[config.mk]
export PLATFORM = sky130hd
export DESIGN_NAME = pe_code_decoder_flat
export DESIGN_NICKNAME = d
export VERILOG_FILES = /design/src/rtl/pe_code_decoder_pkg.sv /design/src/rtl/pe_code_decoder_if.sv /design/src/rtl/pe_code_fifo.sv /design/src/rtl/pe_code_decoder.sv /design/src/flat_wrapper.sv
export SDC_FILE = /design/constraint.sdc
export NUM_CORES = 1
export LEC_CHECK = 0
export ABC_AREA = 1
export CORE_ASPECT_RATIO = 0.6
export CORE_MARGIN = 10
export CORE_UTILIZATION = 55
export CTS_BUF_LIST = sky130_fd_sc_hd__clkbuf_2 sky130_fd_sc_hd__clkbuf_4 sky130_fd_sc_hd__clkbuf_8
export DETAILED_ROUTE_END_ITERATION = 8
export GPL_TIMING_DRIVEN = 0
export PLACE_DENSITY_LB_ADDON = 0.05
export SYNTH_ARGS = -nofsm -noshare
export SYNTH_HDL_FRONTEND = slang
export SYNTH_SLANG_ARGS = --single-unit
export TNS_END_PERCENT = 5
[constraint.sdc]
create_clock -name clk -period 2.9 [get_ports clk]
set_clock_uncertainty 0.15 [all_clocks]
set_input_delay 0.435 -clock clk [delete_from_list [all_inputs] [get_ports clk]]
set_output_delay 0.435 -clock clk [all_outputs]
set_load 0.005 [all_outputs]
[src/rtl/pe_code_decoder_pkg.sv]
// Shared types, code-space constants and decode helpers for the priority-encoder
// code path (the encoder side uses the same constants).
package pe_code_decoder_pkg;

    localparam int PE_CODE_W = 4;
    localparam int PE_NUM_IN = 8;

    typedef logic [PE_CODE_W-1:0] pe_code_t;
    typedef logic [PE_NUM_IN-1:0] pe_onehot_t;

    localparam pe_code_t PE_CODE_NONE = 4'd0;
    localparam pe_code_t PE_CODE_MAX  = 4'd8;

    typedef enum logic [1:0] {
        CODE_NONE    = 2'd0,
        CODE_LEGAL   = 2'd1,
        CODE_ILLEGAL = 2'd2
    } code_kind_t;

    function automatic code_kind_t classify(input pe_code_t code);
        if (code == PE_CODE_NONE) return CODE_NONE;
        if (code <= PE_CODE_MAX) return CODE_LEGAL;
        return CODE_ILLEGAL;
    endfunction

    // Code k (1..8) sets bit k-1; anything else decodes to all-zero.
    function automatic pe_onehot_t code_to_onehot(input pe_code_t code);
        pe_onehot_t v;
        v = '0;
        for (int i = 0; i < PE_NUM_IN; i++) begin
            if (code == pe_code_t'(i + 1)) v[i] = 1'b1;
        end
        return v;
    endfunction

endpackage

[src/rtl/pe_code_decoder_if.sv]
// Code-in / one-hot-out stream bundle between encoder, decoder and downstream logic.
interface pe_code_decoder_if;
    import pe_code_decoder_pkg::*;

    // Both streams: a beat transfers on a rising edge where valid && ready;
    // the source holds payload stable while valid && !ready.
    pe_code_t   in_code;
    logic       in_valid;
    logic       in_ready;
    pe_onehot_t out_onehot;
    logic       out_valid;
    logic       out_ready;

    modport master (
        output in_code, in_valid, out_ready,
        input  in_ready, out_onehot, out_valid
    );

    modport slave (
        input  in_code, in_valid, out_ready,
        output in_ready, out_onehot, out_valid
    );

endinterface

[src/rtl/pe_code_fifo.sv]
// Synchronous FIFO with occupancy counter; push ignored when full, pop ignored
// when empty. DEPTH must be a power of two so pointers wrap naturally.
module pe_code_fifo #(
    parameter int DEPTH = 2,
    parameter int WIDTH = 4
) (
    input  logic             clk,
    input  logic             rst_n,
    input  logic             push,
    input  logic [WIDTH-1:0] wdata,
    input  logic             pop,
    output logic [WIDTH-1:0] rdata,
    output logic             full,
    output logic             empty
);

    localparam int AW = $clog2(DEPTH);
    localparam logic [AW:0] FULL_CNT = (AW + 1)'(DEPTH);

    logic [WIDTH-1:0] mem [DEPTH];
    logic [AW-1:0]    wr_ptr;
    logic [AW-1:0]    rd_ptr;
    logic [AW:0]      count;
    logic             do_push;
    logic             do_pop;

    assign full    = (count == FULL_CNT);
    assign empty   = (count == '0);
    assign do_push = push && !full;
    assign do_pop  = pop && !empty;
    assign rdata   = mem[rd_ptr];

    always_ff @(posedge clk or negedge rst_n) begin
        if (!rst_n) begin
            wr_ptr <= '0;
            rd_ptr <= '0;
            count  <= '0;
        end else begin
            if (do_push) wr_ptr <= wr_ptr + AW'(1);
            if (do_pop)  rd_ptr <= rd_ptr + AW'(1);
            case ({do_push, do_pop})
                2'b10:   count <= count + (AW + 1)'(1);
                2'b01:   count <= count - (AW + 1)'(1);
                default: count <= count;
            endcase
        end
    end

    // Storage needs no reset: the read side is masked whenever the FIFO is empty.
    always_ff @(posedge clk) begin
        if (do_push) mem[wr_ptr] <= wdata;
    end

endmodule

[src/rtl/pe_code_decoder.sv]
// Consumer end of the priority-encoder code path: filters codes, buffers legal
// ones, presents them one-hot, and keeps idle/event counters and a sticky error.
module pe_code_decoder
    import pe_code_decoder_pkg::*;
#(
    parameter int DEPTH = 2,
    parameter int CNT_W = 8
) (
    input  logic                 clk,
    input  logic                 rst_n,
    pe_code_decoder_if.slave     bus,
    output logic                 err_illegal,
    input  logic                 err_clr,
    output logic [CNT_W-1:0]     idle_cnt,
    output logic [CNT_W-1:0]     evt_cnt
);

    localparam logic [CNT_W-1:0] CNT_MAX = '1;

    code_kind_t kind;
    pe_code_t   head;
    logic       accept;
    logic       push;
    logic       pop;
    logic       full;
    logic       empty;

    assign kind = classify(bus.in_code);

    // Every code consumes a transfer; only legal ones occupy FIFO space.
    assign bus.in_ready  = rst_n && !full;
    assign accept        = bus.in_valid && bus.in_ready;
    assign push          = accept && (kind == CODE_LEGAL);
    assign bus.out_valid = !empty;
    assign pop           = bus.out_valid && bus.out_ready;
    assign bus.out_onehot = empty ? '0 : code_to_onehot(head);

    pe_code_fifo #(
        .DEPTH (DEPTH),
        .WIDTH (PE_CODE_W)
    ) u_fifo (
        .clk   (clk),
        .rst_n (rst_n),
        .push  (push),
        .wdata (bus.in_code),
        .pop   (pop),
        .rdata (head),
        .full  (full),
        .empty (empty)
    );

    always_ff @(posedge clk or negedge rst_n) begin
        if (!rst_n) begin
            err_illegal <= 1'b0;
            idle_cnt    <= '0;
            evt_cnt     <= '0;
        end else begin
            // A new illegal code outranks a concurrent clear.
            if (accept && (kind == CODE_ILLEGAL)) err_illegal <= 1'b1;
            else if (err_clr)                      err_illegal <= 1'b0;

            if (accept && (kind == CODE_NONE) && (idle_cnt != CNT_MAX))
                idle_cnt <= idle_cnt + CNT_W'(1);

            if (pop && (evt_cnt != CNT_MAX))
                evt_cnt <= evt_cnt + CNT_W'(1);
        end
    end

endmodule

[src/flat_wrapper.sv]
// flat-port wrapper written by rule: the top's interface ports become plain ports
module pe_code_decoder_flat import pe_code_decoder_pkg::*;
#(
    parameter int DEPTH = 2,
    parameter int CNT_W = 8
)
  (clk, rst_n, err_illegal, err_clr, idle_cnt, evt_cnt, bus_in_code, bus_in_valid, bus_out_ready, bus_in_ready, bus_out_onehot, bus_out_valid);
  pe_code_decoder_if bus_i ();
  input  logic clk;
  input  logic rst_n;
  output logic err_illegal;
  input  logic err_clr;
  output logic [CNT_W-1:0] idle_cnt;
  output logic [CNT_W-1:0] evt_cnt;
  input wire logic [$bits(bus_i.in_code)-1:0] bus_in_code;
  input wire logic [$bits(bus_i.in_valid)-1:0] bus_in_valid;
  input wire logic [$bits(bus_i.out_ready)-1:0] bus_out_ready;
  output wire logic [$bits(bus_i.in_ready)-1:0] bus_in_ready;
  output wire logic [$bits(bus_i.out_onehot)-1:0] bus_out_onehot;
  output wire logic [$bits(bus_i.out_valid)-1:0] bus_out_valid;
  assign bus_i.in_code = bus_in_code;
  assign bus_i.in_valid = bus_in_valid;
  assign bus_i.out_ready = bus_out_ready;
  assign bus_in_ready = bus_i.in_ready;
  assign bus_out_onehot = bus_i.out_onehot;
  assign bus_out_valid = bus_i.out_valid;
  pe_code_decoder #(.DEPTH(DEPTH), .CNT_W(CNT_W)) u_core (.clk(clk), .rst_n(rst_n), .bus(bus_i), .err_illegal(err_illegal), .err_clr(err_clr), .idle_cnt(idle_cnt), .evt_cnt(evt_cnt));
endmodule
==> flow_summary.ini <==
[floorplanning]
io_pins = 36
core_sq_um = 2890
rows = 15
die_w_um = 91.12
dieHeight_um = 62.67
die_area_sq_um = 5710
start_util = 0.5775

[sta]
slew_headroom = 0.6070
fmax_mhz = 396.8
slew_viol_final = 0
setup_violations = 0
post-route-min-period_ps = 2520
grt_setup_unrepaired = no
worst_pin_slew_ps = 589.5
hold-worst-slack_ps = 2.660
fin_crit_sh = 0.8690
hold_viol_final = 0

[detailed_routing]
ant_nets = 0
drt_iter0_markers = 58
drtPass1Iterations = 4
wl_per_cell_um = 12.47
num_vias = 1432
via_per_inst = 4.921
wirelength_mm = 3.629
drc = 0

[clocking]
htreeDepth = 2
clockRootBuffer = clkbuf_8
cts.clk_slew.worst_paths_ps = 60
cts_made_buffers = 5
clock_latency_ps = 280
cts_tree = done
numClockSinks = 29
cts_setup_buffers = 0
clockBufferDepth = 2

[placed_design]
io_buffers = 35
dp_hpwl_mm = 2.845
routabilityCongestion = 0.8382

[job]
maxCapViolCount = 0

[hold_path]
min_path_type = primary input to asynchronous set/reset pin

[layout]
diodes = 0
fill_cells = 226
layout-drive-gt1-share = 0.1245
final_nets = 260
areaGrowthSynthToFinish_pct = 29.69
multi_input_area_sq_um = 783.3
register_area_sq_um = 765.7

[setup_path]
critical_path.endpoint_type = output pin
r2r-end = u_core.u_fifo.count[1]
reg2reg_slack_ps = 1000
crit_type = flip-flop to output pin
cp.required_ps = 2320
rr_worst_depth = 9
worst-path-max-fanout = 9
rr_startpoint = u_core.u_fifo.count[0]
worstPathArrival_ps = 1940
critPathLaunchType = flip-flop

[synthesis]
yosys-mux-area-fraction = 0
netlist_area_sq_um = 1669
synth_top_family_by_area = simple AND/OR/NAND/NOR gates
yosys_register_bits = 29
ys_seq_area_frac = 0.4588
synth.avg_cell_area_sq_um = 8.102
synthAdderAreaFrac = 0.02249
syn_nets = 218
yosysWarnings = 0
yosysUniqueCellTypes = 27
synthSimpleGateAreaFrac = 0.3621
syn-instance-count = 206
synth-compound-area-share = 0.03748
synth_xor_xnor_area_share = 0.04723

[pwr]
p_leak_nw = 1.016
vdd_drop_max_mv = 0.4170
power_w = 0.001557
power_density_nw_per_um2 = 719.2

[global_routing]
grt_overflow = 0
antenna_found_initial = 0
grt_max_degree = 24
grt_pass1_vias = 1372
grt_use_total = 0.1276
grt_pass1_wl_mm = 6.058

[run_status]
status = finished clean
timing repair:
action	4_1_cts	5_1_grt
hold buffers	0	0
endpoints found under the hold margin	0	0
gates resized for setup	1	2
setup endpoints to repair	1	1
stage by stage:
stage	cell area (sq um)	util	TNS, ps	setup WS (ps)	std cells
floorplan	1669	-	0	1173	206
CTS	2168	0.7502	0	120.8	291
finish	2165	0.7489	0	379.8	291
global route	2165	0.7489	0	270.1	291
global placement	2072	0.7169	-362.5	-166.6	283
detailed placement	2072	0.7169	-892.1	-235.7	283
worst max-delay path by stage:
stage                               from                     end  slack [ps]  cells past startpoint
floorplan                 bus_in_code[1]  u_core.u_fifo.count[1]        1170                      8
global placement                   rst_n  u_core.u_fifo.count[1]        -170                      8
detailed placement                 rst_n  u_core.u_fifo.count[1]        -240                      8
CTS                                rst_n            bus_in_ready         120                      4
global route        u_core.u_fifo.rd_ptr       bus_out_onehot[1]         270                      5
finish              u_core.u_fifo.rd_ptr       bus_out_onehot[5]         380                      5
registers in the layout, indices dropped and copies added (netlist names):
| signal | count |
|---|---|
| u_core.err_illegal | 1 |
| u_core.evt_cnt | 8 |
| u_core.idle_cnt | 8 |
| u_core.u_fifo.count | 2 |
| u_core.u_fifo.mem | 8 |
| u_core.u_fifo.rd_ptr | 1 |
| u_core.u_fifo.wr_ptr | 1 |
layout make-up:
class / instances / share of cell area
multi-input combinational: 146 / 0.3618
sequential: 29 / 0.3538
timing repair buffer: 35 / 0.1595
tap: 42 / 0.02428
inverter: 30 / 0.05318
clock buffer: 8 / 0.04509
buffer: 1 / 0.002312
layer usage:
layer / global-route usage / part of all wire
met4: 0.02918 / 0.0083
met5: 0 / 0
met1: 0.1503 / 0.46
met3: 0.07194 / 0.10
met2: 0.1975 / 0.43
synthesized netlist by cell type, drive strengths merged:
library cell / instances / share of area
nand2: 75 / 0.18
inv: 30 / 0.069
dfrtp: 21 / 0.31
nor2: 19 / 0.070
nand3: 16 / 0.054
edfxtp: 8 / 0.14
o21ai: 8 / 0.031
nor3: 6 / 0.021
xnor2: 6 / 0.031
nand3b: 4 / 0.018
nand4: 4 / 0.015
ha: 3 / 0.022
xor2: 3 / 0.016
a21oi: 1 / 0.0030
buf: 1 / 0.0030
o22ai: 1 / 0.0038
power breakdown:
part	leakage, nW	internal (W)	switching, W	total [W]
logic	0.616	0.000285	0.000315	0.000600
registers	0.348	0.000507	0.0000909	0.000598
clock network	0.0523	0.000212	0.000147	0.000359
total	1.02	0.00100	0.000553	0.00156
logic make-up (layout without fill, tap and decap cells):
group	count (synthesis)	count (layout)
simple gates	124	124
buf+inv	31	74
flops	29	29
compound gates	10	10
xor+xnor	9	9
fa+ha+maj	3	3
placed cells by master (no fill, tap or decap), drive strengths merged, types with 3 or more instances in the layout:
cell type and instances:
ha 3, clkdlybuf4s50 34, o21ai 8, xor2 3, inv 30, nand2 75, clkbuf 9, nand3b 4
dfrtp 21, nor3 6, edfxtp 8, nor2 19, nand4 4, nand3 16, xnor2 6
worst max-delay path, stage by stage, from the launching register on:
cell	delay, ps
dfrtp_1	350
buf_2	180
o21ai_1	280
nand2_1	150
nor3_1	170
clkdlybuf4s50_1	540
No activity file was read; power rests on OpenSTA's default activity.
